**src/rtl/wb_pkg.sv**
```systemverilog
// wb_pkg: shared widths, source indices and writeback entry type
package wb_pkg;
  localparam int WORD_SIZE = 32;
  localparam int INSTR_TYPE_SZ = 4;
  localparam int ROB_ID_SZ = 7;
  localparam int NUM_SRC = 3;
  localparam int SRC_ALU = 0;
  localparam int SRC_MEM = 1;
  localparam int SRC_MUL = 2;
  typedef struct packed {
    logic [INSTR_TYPE_SZ-1:0] instr_type;
    logic [WORD_SIZE-1:0] pc;
    logic [WORD_SIZE-1:0] result;
    logic [ROB_ID_SZ-1:0] rob_id;
  } wb_entry_t;
endpackage

```
**src/rtl/rr_arbiter.sv**
```systemverilog
// rr_arbiter: combinational round-robin pick starting at rr_ptr
module rr_arbiter #(
  parameter int N = 3,
  parameter int IW = 2
) (
  input  logic [N-1:0]  req,
  input  logic [IW-1:0] rr_ptr,
  output logic [N-1:0]  grant,
  output logic [IW-1:0] idx,
  output logic          any
);
  int j;
  // scan farthest-first so the closest requester to rr_ptr overwrites the rest
  always_comb begin
    grant = '0;
    idx = '0;
    any = 1'b0;
    j = 0;
    for (int k = N - 1; k >= 0; k--) begin
      j = (int'(rr_ptr) + k) % N;
      if (req[j]) begin
        grant = '0;
        grant[j] = 1'b1;
        idx = IW'(j);
        any = 1'b1;
      end
    end
  end
endmodule

```
**src/rtl/wb_arbiter.sv**
```systemverilog
// wb_arbiter: round-robin writeback arbiter with per-source 1-entry hold buffers
module wb_arbiter
  import wb_pkg::*;
#(
  parameter int WORD_SIZE = wb_pkg::WORD_SIZE,
  parameter int INSTR_TYPE_SZ = wb_pkg::INSTR_TYPE_SZ,
  parameter int ROB_ID_SZ = wb_pkg::ROB_ID_SZ,
  parameter int NUM_SRC = wb_pkg::NUM_SRC
) (
  input  logic                             clk,
  input  logic                             reset,
  input  logic                             flush,
  input  logic [NUM_SRC-1:0]               src_valid,
  input  logic [NUM_SRC*INSTR_TYPE_SZ-1:0] src_instr_type,
  input  logic [NUM_SRC*WORD_SIZE-1:0]     src_pc,
  input  logic [NUM_SRC*WORD_SIZE-1:0]     src_result,
  input  logic [NUM_SRC*ROB_ID_SZ-1:0]     src_rob_id,
  output logic [NUM_SRC-1:0]               src_stall,
  output logic                             wb_valid,
  output logic [INSTR_TYPE_SZ-1:0]         wb_instr_type,
  output logic [WORD_SIZE-1:0]             wb_pc,
  output logic [WORD_SIZE-1:0]             wb_result,
  output logic [ROB_ID_SZ-1:0]             wb_rob_id,
  output logic [1:0]                       wb_src
);
  wb_entry_t live [NUM_SRC];
  wb_entry_t cand [NUM_SRC];
  wb_entry_t hold_q [NUM_SRC];
  wb_entry_t wb_q;
  logic [NUM_SRC-1:0] hold_valid, req, grant;
  logic [1:0] rr_ptr, idx;
  logic any;
  for (genvar i = 0; i < NUM_SRC; i++) begin : g_src
    assign live[i] = '{instr_type: src_instr_type[i*INSTR_TYPE_SZ +: INSTR_TYPE_SZ],
                       pc: src_pc[i*WORD_SIZE +: WORD_SIZE],
                       result: src_result[i*WORD_SIZE +: WORD_SIZE],
                       rob_id: src_rob_id[i*ROB_ID_SZ +: ROB_ID_SZ]};
    assign cand[i] = hold_valid[i] ? hold_q[i] : live[i];
  end
  assign req = hold_valid | src_valid;
  rr_arbiter #(.N(NUM_SRC), .IW(2)) u_rr (
    .req(req),
    .rr_ptr(rr_ptr),
    .grant(grant),
    .idx(idx),
    .any(any)
  );
  always_ff @(posedge clk) begin
    if (reset) begin
      hold_valid <= '0;
      wb_valid <= 1'b0;
      wb_q <= '0;
      wb_src <= '0;
      rr_ptr <= '0;
      for (int k = 0; k < NUM_SRC; k++) hold_q[k] <= '0;
    end else if (flush) begin
      hold_valid <= '0;
      wb_valid <= 1'b0;
    end else begin
      wb_valid <= any;
      if (any) begin
        wb_q <= cand[idx];
        wb_src <= idx;
        rr_ptr <= (int'(idx) == NUM_SRC - 1) ? 2'd0 : idx + 2'd1;
      end
      // a stalled source is never re-captured; its parked entry waits for a grant
      for (int k = 0; k < NUM_SRC; k++) begin
        if (grant[k]) hold_valid[k] <= 1'b0;
        else if (src_valid[k] && !hold_valid[k]) begin
          hold_q[k] <= live[k];
          hold_valid[k] <= 1'b1;
        end
      end
    end
  end
  assign src_stall = hold_valid;
  assign wb_instr_type = wb_q.instr_type;
  assign wb_pc = wb_q.pc;
  assign wb_result = wb_q.result;
  assign wb_rob_id = wb_q.rob_id;
endmodule

```
**config.mk**
```make
export PLATFORM = sky130hd
export DESIGN_NAME = wb_arbiter
export DESIGN_NICKNAME = d
export VERILOG_FILES = /design/src/rtl/wb_pkg.sv /design/src/rtl/rr_arbiter.sv /design/src/rtl/wb_arbiter.sv
export SDC_FILE = /design/constraint.sdc
export NUM_CORES = 1
export LEC_CHECK = 0
export CAP_MARGIN = 10
export CORE_ASPECT_RATIO = 1.4
export CORE_UTILIZATION = 40
export CTS_BUF_LIST = sky130_fd_sc_hd__clkbuf_4
export CTS_CLUSTER_SIZE = 14
export DETAILED_ROUTE_END_ITERATION = 8
export PLACE_DENSITY_LB_ADDON = 0.05
export SYNTH_ARGS = -nofsm -noshare
export SYNTH_HDL_FRONTEND = slang
export SYNTH_SLANG_ARGS = --single-unit
```
**constraint.sdc**
```tcl
create_clock -name clk -period 23.7 [get_ports clk]
set_input_delay 4.74 -clock clk [delete_from_list [all_inputs] [get_ports clk]]
set_output_delay 4.74 -clock clk [all_outputs]
set_load 0.005 [all_outputs]
```
==> results of run 1 <==
[logic make-up after synthesis]
family          count (synthesis)  synth area share
mux                             1          0.000618
fa+ha+maj                       6           0.00433
flops                         308             0.520
simple gates                  426             0.123
buf+inv                       420             0.109
compound gates                624             0.243
[synthesized netlist by cell type (2+ instances only)]
master,number,area (µm²)
a211o_1,2,17.5
a211oi_1,76,571
a21oi_1,79,395
a221oi_1,75,657
a311oi_1,2,17.5
a31oi_1,225,1410
and3_1,2,12.5
buf_1,16,60.1
buf_2,40,200
buf_6,18,203
clkbuf_1,116,435
dfxtp_1,83,1660
edfxtp_1,225,6760
ha_1,4,50.1
inv_1,230,863
maj3_1,2,20.0
nand2_1,229,860
nand2b_1,7,43.8
nand3b_1,75,563
nor2_1,90,338
nor2b_1,2,12.5
nor3_1,5,25.0
nor4_1,2,12.5
nor4b_1,2,17.5
o21a_1,2,15.0
o21ai_0,153,766
o32a_1,2,20.0
or2_2,2,12.5
or3b_1,2,17.5
[sequential cells by signal, summed over array words and instances, names as in the netlist]
signal and count:
hold_q 225, rr_ptr 2, src_stall 3, wb_instr_type 4
wb_pc 32, wb_result 32, wb_rob_id 7, wb_src 2
wb_valid 1
[placed cells by master (no fill, tap or decap), types with 3 or more instances in the layout]
master / netlist / routed
nand2_4: 0 / 3
buf_4: 0 / 18
a211oi_1: 76 / 76
inv_1: 230 / 230
nand3b_1: 75 / 75
o21ai_0: 153 / 153
nand2_1: 229 / 226
a31oi_1: 225 / 225
dfxtp_1: 83 / 80
clkdlybuf4s50_1: 0 / 309
nand2b_1: 7 / 7
clkinv_1: 0 / 4
clkbuf_4: 0 / 148
nor3_1: 5 / 5
a221oi_1: 75 / 75
nor2_1: 90 / 90
edfxtp_1: 225 / 225
ha_1: 4 / 4
dfxtp_4: 0 / 3
a21oi_1: 79 / 79
[path summary, 6_finish.rpt]
check / start / end / slack [ns] / cells after the start
max: src_valid[2] / hold_q[0][41] / 15.98 / 8
min: wb_src[0] / wb_src[0] / 0.48 / 2
max reg2reg: src_stall[1] / hold_q[0][12] / 19.07 / 7
min reg2reg: wb_src[0] / wb_src[0] / 0.48 / 2
[through the flow]
step	power (µW)	worst slack, ns	area, µm²	hold WS (ns)	instances
2_1_floorplan	890	9.63	16200	0.466	1785
3_3_place_gp	1040	15.16	19300	0.468	2452
3_5_place_dp	1040	15.16	19300	0.470	2452
4_1_cts	1550	16.00	20400	0.481	2604
5_1_grt	1610	15.78	20400	0.518	2606
6_report	1530	15.98	20400	0.479	2606
[metal layers]
metal	wire, µm	global-route usage
met1	21300	0.320
met2	26900	0.440
met3	3580	0.0375
met4	1920	0.120
met5	13	0
[worst max-delay path, cell delays in order]
cell and delay [ns]:
buf_4 0.77, nor2_1 0.29, o22ai_1 0.34, nor4_1 0.12, or3_1 0.43, o41ai_2 0.20, buf_4 0.37, buf_4 0.78
[area by class of cell]
cell class	count	area share
timing repair buffer	329	0.160
multi-input combinational	1057	0.298
clock inverter	4	0.000735
tap	528	0.0323
sequential	308	0.413
antenna	2	0.000245
clock buffer	148	0.0544
inverter	230	0.0423
[power groups by stage]
stage	Clock [µW]	Sequential, µW	Combinational, µW
finish	502	687	345
global route	543	693	376
CTS	517	687	347
detailed placement	0	698	346
global placement	0	696	343
floorplan	0	690	200
==> run_results.csv, run 1 <==
group,metric,value,unit
yosys,netlist_area,16200,µm²
setup_path,arrival,8.09,ns
setup_path,endpoint_kind,"register",
timing,setup_viol,0,
timing,worst_slew_margin_rel,0.176,
clocking,ctsResizeCount,0,
final_layout,nFillCells,3827,
drt,drc,0,
drt,drtIter0Drc,1208,
setup_path,path_class,"input pin to register",
clocking,cts_tree,"yes",
yosys,synthDistinctLibCells,46,
min_path,hold_path_class,"register to register",
yosys,async_flop_share,0,
pwr,p_leak,0.00768,µW
clocking,cts_hold_buf,0,
grt,antenna_found_initial,2,
yosys,syn_inst,1785,
pwr,swShare,0.298,
drt,wl,53.7,mm
clocking,cts_root_buf,"clkbuf_4",
yosys,seq_area_frac_synth,0.520,
grt,grt_pass1_vias,14000,
die,die_y,240,µm
die,initial_utilization,0.409,
yosys,synth_edf_count,225,
timing,finalMaxSlewViolations,0,
yosys,synth-main-ff-cell,"edfxtp_1",
pwr,p_switching,457,µW
placed_design,gp_congestion,0.800,
outcome,status,"complete, no violations",
yosys,yosysWarnings,0,
drt,ant_nets,0,
placed_design,port_buffers,311,
job,cap_violations,0,
placed_design,dp.final_hpwl,30.9,mm
yosys,ys_ff_latch,308,
pwr,seqPwrFrac,0.448,
die,rows,86,
yosys,syn_nets,2020,
grt,grt_pass1_wl,81.0,mm
clocking,cts.sinks,308,
yosys,synth.avg_cell_area,9.07,µm²
timing,min_period,7.72,ns
timing,post-route-period-util,0.326,
final_layout,multiInputGateArea,6080,µm²
final_layout,drive_above_1_share,0.0891,
die,core_area,39600,µm²
pwr,p_int,1080,µW
timing,hold_viol,0,
pwr,share_comb_of_total_power,0.225,
pwr,power_density,75.1,nW/µm²
clocking,path_clk_slew,0.06,ns
final_layout,nets,2243,
die,die_x,172,µm
pwr,max-vdd-ir-drop,32.4,µV
grt,grt_overflow_total,0,
final_layout,ff_latch_area,8430,µm²
setup_path,crit_required,24.07,ns
clocking,clk_path_buf_depth,3,
pwr,pwr-share-clk,0.327,
grt,grt_max_degree,227,
final_layout,fin_util,0.516,
drt,post_drt_wl_per_cell,20.6,µm
timing,finalClockSkew,0.0275,ns
final_layout,areaGrowthSynthToFinish,26.2,%
setup_path,path_max_fanout,80,
timing,setup_tns,0,ns
clocking,cts_made_buffers,82,
drt,vias,14500,
drt,vias_per_cell,5.55,
clocking,clock_latency,0.76,ns
die,io_pins,312,
timing,worst_slew_pin_slew,1.24,ns
timing,rsz0062_at_grt,"false",
drt,firstDrtPassIters,9,
timing,fmax,129,MHz
grt,grt_usage,0.258,
clocking,cts_setup_buffers,0,
die,die_area,41300,µm²
setup_path,start_kind,"input pin",
clocking,htreeDepth,3,
No activity file was read; power rests on OpenSTA's default activity.
==> inputs of run 2 (changes only) <==
clock period = 8 ns   (was 23.7 ns; I/O delays follow)
==> run 2 against run 1 <==
Effect of this change:
- worst hold slack got worse by 0.0029 ns
- final cell count hardly changed
- via count rose by 1.0%
- die area stayed put
==> run_results.csv, run 2 (same netlist as run 1, synthesis figures left out) <==
group,metric,value,unit
outcome,status,"complete, no violations",
timing,worst_slew_margin_rel,0.151,
min_path,whs_path_depth,2,
drt,ant_nets,0,
final_layout,mostFrequentLayoutCells,"309 x clkdlybuf4s50_1, 230 x inv_1, 226 x nand2_1",
final_layout,drive_above_1_share,0.0827,
timing,min_period,4.76,ns
clocking,clk_path_buf_depth,3,
timing,setup_tns,0,ns
grt,grt_overflow_total,0,
final_layout,largest_register,"hold_q",
timing,fmax,210,MHz
timing,layout_setup_ws,3.24,ns
setup_path,r2r-start,"src_stall[0]",
setup_path,path_max_fanout,80,
final_layout,final_common_cell,"clkdlybuf4s50_1",
pwr,max-vdd-ir-drop,120,µV
clocking,clock_latency,0.76,ns
placed_design,dpl_worst_slack,2.50,ns
die,die_area,41300,µm²
setup_path,path_class,"input pin to register",
timing,holdWs,0.476,ns
drt,drc,0,
grt,grt_pass1_wl,81.1,mm
clocking,path_clk_slew,0.06,ns
die,die_y,240,µm
clocking,htreeDepth,3,
drt,post_drt_wl_per_cell,20.6,µm
grt,grt_usage,0.258,
timing,hold_viol,0,
timing,rsz0062_at_grt,"false",
clocking,cts_hold_buf,0,
placed_design,port_buffers,311,
drt,drtIter0Drc,1314,
die,io_pins,312,
final_layout,nets,2245,
pwr,seqPwrFrac,0.452,
clocking,ctsResizeCount,0,
setup_path,start_kind,"input pin",
pwr,share_comb_of_total_power,0.231,
placed_design,gp_congestion,0.792,
drt,wl,53.6,mm
drt,vias_per_cell,5.60,
grt,grt_pass1_vias,14300,
die,initial_utilization,0.409,
clocking,cts_tree,"yes",
pwr,p_int,3110,µW
timing,post-route-period-util,0.596,
setup_path,r2r_setup_slack,3.90,ns
timing,finalMaxSlewViolations,0,
final_layout,fin_util,0.516,
min_path,worstHoldEndpoint,"wb_src[0]",
clocking,cts_root_buf,"clkbuf_4",
die,rows,86,
die,core_area,39600,µm²
setup_path,r2r_end,"hold_q[0][71]",
drt,firstDrtPassIters,6,
placed_design,dp.final_hpwl,31.0,mm
grt,antenna_found_initial,1,
pwr,power_density,220,nW/µm²
final_layout,areaGrowthSynthToFinish,26.2,%
job,cap_violations,0,
clocking,cts_setup_buffers,0,
pwr,p_switching,1380,µW
grt,grt_max_degree,226,
pwr,swShare,0.307,
timing,worst_slew_pin_slew,1.27,ns
die,die_x,172,µm
pwr,p_total,4490,µW
timing,setup_viol,0,
pwr,p_leak,0.00766,µW
min_path,hold_start,"wb_src[0]",
final_layout,nFillCells,3815,
setup_path,endpoint_kind,"register",
timing,finalClockSkew,0.0311,ns
drt,vias,14600,
clocking,cts.sinks,308,
setup_path,crit_required,8.38,ns
setup_path,arrival,5.15,ns
pwr,pwr-share-clk,0.317,
setup_path,reg2regPathDepth,7,
min_path,hold_path_class,"register to register",
clocking,cts_made_buffers,83,
final_layout,largest_reg_flops,225,
==> run 2: cell types whose count changed in the layout (fill, tap and decap cells not counted), sizes merged <==
cell,previous run,this run
clkinv,4,24
clkbuf,148,129
buf,20,21
diode,2,1
inv,230,231
==> run 2: area by class of cell <==
| type | instances | area [µm²] | area share |
|---|---|---|---|
| flip-flops and latches | 308 | 8430 | 0.413 |
| multi-input cells | 1057 | 6090 | 0.298 |
| repair buffers | 330 | 3310 | 0.162 |
| clock buffers | 129 | 968 | 0.0474 |
| inverters | 230 | 863 | 0.0423 |
| well taps | 528 | 661 | 0.0324 |
| clock inverters | 25 | 98.8 | 0.00484 |
| diodes | 1 | 2.50 | 0.000123 |
==> run 2: how the worst max path moves through the flow <==
stage                             from            end  slack, ns
after floorplan           src_valid[2]   hold_q[0][0]       0.68
after global placement    src_valid[2]  hold_q[0][69]       2.60
after detailed placement  src_valid[2]  hold_q[0][69]       2.50
after CTS                 src_valid[2]  hold_q[0][69]       3.33
after global routing      src_valid[2]  hold_q[0][69]       3.17
final                     src_valid[2]  hold_q[0][71]       3.24
==> run 2: stage by stage <==
step	std cells	area [µm²]
final	2608	20400
after global routing	2608	20400
after CTS	2606	20400
after detailed placement	2452	19300
after global placement	2452	19300
after floorplan	1785	16200
==> run 2: power groups by stage <==
stage	Combinational [µW]	Clock [µW]	Sequential [µW]
2_1_floorplan	592	0	2040
3_3_place_gp	1030	0	2060
3_5_place_dp	1030	0	2060
4_1_cts	1040	1460	2030
5_1_grt	1130	1540	2050
6_report	1040	1430	2030
==> run 2: worst max-delay path, cell delays in order <==
cell,delay [ns]
buf_4,0.78
nor2_1,0.33
o22ai_1,0.38
nor4_1,0.12
or3_1,0.45
o41ai_4,0.21
buf_4,0.60
buf_4,0.59
==> run 2: layer usage <==
layer	vias to the layer above	routed length, µm	track usage
li1	6957	-	-
met1	6937	21900	0.322
met2	607	26000	0.426
met3	102	3860	0.0533
met4	0	1860	0.117
met5	-	0	0
==> inputs of run 3 (changes only) <==
clock period = 4 ns   (was 8 ns; I/O delays follow)
==> run 3 against run 2 <==
Effect of this change:
- sequential power up 99%
- sequential share of layout area fell by 0.65 points
- cell area grew 1.6%
- core utilization rose by 0.83 points
- critical path type is now register to register
==> run_results.csv, run 3 (same netlist as run 1, synthesis figures left out) <==
group,metric,value,unit
grt,antenna_found_initial,6,
drt,wl,53.8,mm
drt,ant_nets,0,
grt,grt_max_degree,226,
clocking,ctsResizeCount,0,
final_layout,largest_register,"hold_q",
final_layout,fin_util,0.524,
grt,grt_usage,0.257,
clocking,cts_hold_buf,0,
setup_path,cp_num_buf_inv,2,
clocking,cts_root_buf,"clkbuf_4",
grt,grt_overflow_total,0,
placed_design,port_buffers,311,
outcome,status,"complete, no violations",
drt,drc,0,
drt,post_drt_wl_per_cell,20.5,µm
clocking,cts_made_buffers,82,
pwr,p_leak,0.00782,µW
die,die_y,240,µm
grt,grt_pass1_wl,81.1,mm
placed_design,gp_congestion,0.780,
setup_path,endpoint_kind,"register",
timing,post-route-period-util,0.908,
clocking,path_clk_slew,0.07,ns
final_layout,largest_reg_flops,225,
placed_design,dp.cells,2471,
clocking,clk_path_buf_depth,3,
pwr,power_density,438,nW/µm²
die,die_x,172,µm
setup_path,arrival,4.17,ns
timing,rsz0062_at_grt,"false",
job,cap_violations,0,
min_path,hold_path_class,"input pin to register",
clocking,cts.sinks,308,
timing,worst_slew_margin_rel,0.0615,
final_layout,nets,2262,
drt,vias,14600,
final_layout,mostFrequentLayoutCells,"309 x clkdlybuf4s50_1, 230 x inv_1, 226 x nand2_1",
timing,min_period,3.63,ns
clocking,cts_setup_buffers,0,
setup_path,crit_required,4.54,ns
final_layout,drive_above_1_share,0.0946,
grt,grt_pass1_vias,14100,
timing,worst_slew_pin_slew,1.41,ns
die,io_pins,312,
timing,finalClockSkew,0.0367,ns
timing,hold_viol,0,
final_layout,areaGrowthSynthToFinish,28.2,%
placed_design,dp.final_hpwl,31.9,mm
die,initial_utilization,0.409,
die,die_area,41300,µm²
setup_path,path_class,"register to register",
clocking,cts_tree,"yes",
setup_path,path_max_fanout,225,
drt,drtIter0Drc,1395,
die,core_area,39600,µm²
timing,setup_viol,0,
timing,fmax,275,MHz
final_layout,final_cells,2624,
clocking,clock_latency,0.75,ns
setup_path,cp_slowest_cell,"ha_1",
final_layout,final_common_cell,"clkdlybuf4s50_1",
setup_path,cp_slowest_stage_delay,0.62,ns
setup_path,crit_family,"simple AND/OR/NAND/NOR gates",
setup_path,start_kind,"register",
setup_path,cp_cell_sequence,"inv_1, ha_1, nor3b_2, o32a_1, nor4_1, or4_4, buf_12, a31oi_1",
die,rows,86,
pwr,max-vdd-ir-drop,195,µV
drt,vias_per_cell,5.58,
timing,holdWs,0.454,ns
drt,firstDrtPassIters,5,
clocking,htreeDepth,3,
timing,finalMaxSlewViolations,0,
[run 3: path summary, 6_finish.rpt]
path | end | cells past startpoint | start | slack [ns]
worst max-delay path | hold_q[0][135] | 8 | rr_ptr[0] | 0.37
worst min-delay path | wb_pc[30] | 2 | reset | 0.45
worst max register to register | hold_q[0][135] | 8 | rr_ptr[0] | 0.37
worst min register to register | wb_src[0] | 2 | wb_src[0] | 0.49
[run 3: final cells by class]
| class | count | area [µm²] |
|---|---|---|
| Antenna cell | 4 | 10.0 |
| Clock buffer | 139 | 1040 |
| Clock inverter | 10 | 37.5 |
| Fill cell | 3833 | 18800 |
| Inverter | 230 | 863 |
| Multi-Input combinational cell | 1057 | 6110 |
| Sequential cell | 308 | 8430 |
| Tap cell | 528 | 661 |
| Timing Repair Buffer | 348 | 3600 |
[run 3: layer usage]
| layer | global-route usage | vias up | share of wire |
|---|---|---|---|
| met5 | 0 | - | 0.00032 |
| met4 | 0.0888 | 2 | 0.022 |
| met3 | 0.0507 | 91 | 0.071 |
| met2 | 0.426 | 575 | 0.49 |
| met1 | 0.333 | 7001 | 0.42 |
| li1 | - | 6976 | - |
[run 3: worst register-to-register path, delay by kind of cell, from the launching register on]
kind,cells,cell delay [ns]
AOI/OAI and AO/OA,2,1.11
and+or+nand+nor,3,1.00
adders and majority gates,1,0.62
DFF,1,0.39
buffers and inverters,2,0.31
[run 3: metrics by stage]
step / area, µm² / setup TNS [ns] / setup WS, ns / power (µW)
2_1_floorplan: 16200 / -57.25 / -0.763 / 5270
3_3_place_gp: 19700 / 0 / 0.319 / 6240
3_5_place_dp: 19700 / 0 / 0.290 / 6270
4_1_cts: 20700 / 0 / 0.489 / 9200
5_1_grt: 20700 / 0 / 0.311 / 9550
6_report: 20700 / 0 / 0.367 / 9090
[run 3: report_power, final]
part,internal [µW],switching [µW]
Sequential,3880,158
Clock,1550,1350
Combinational,930,1230
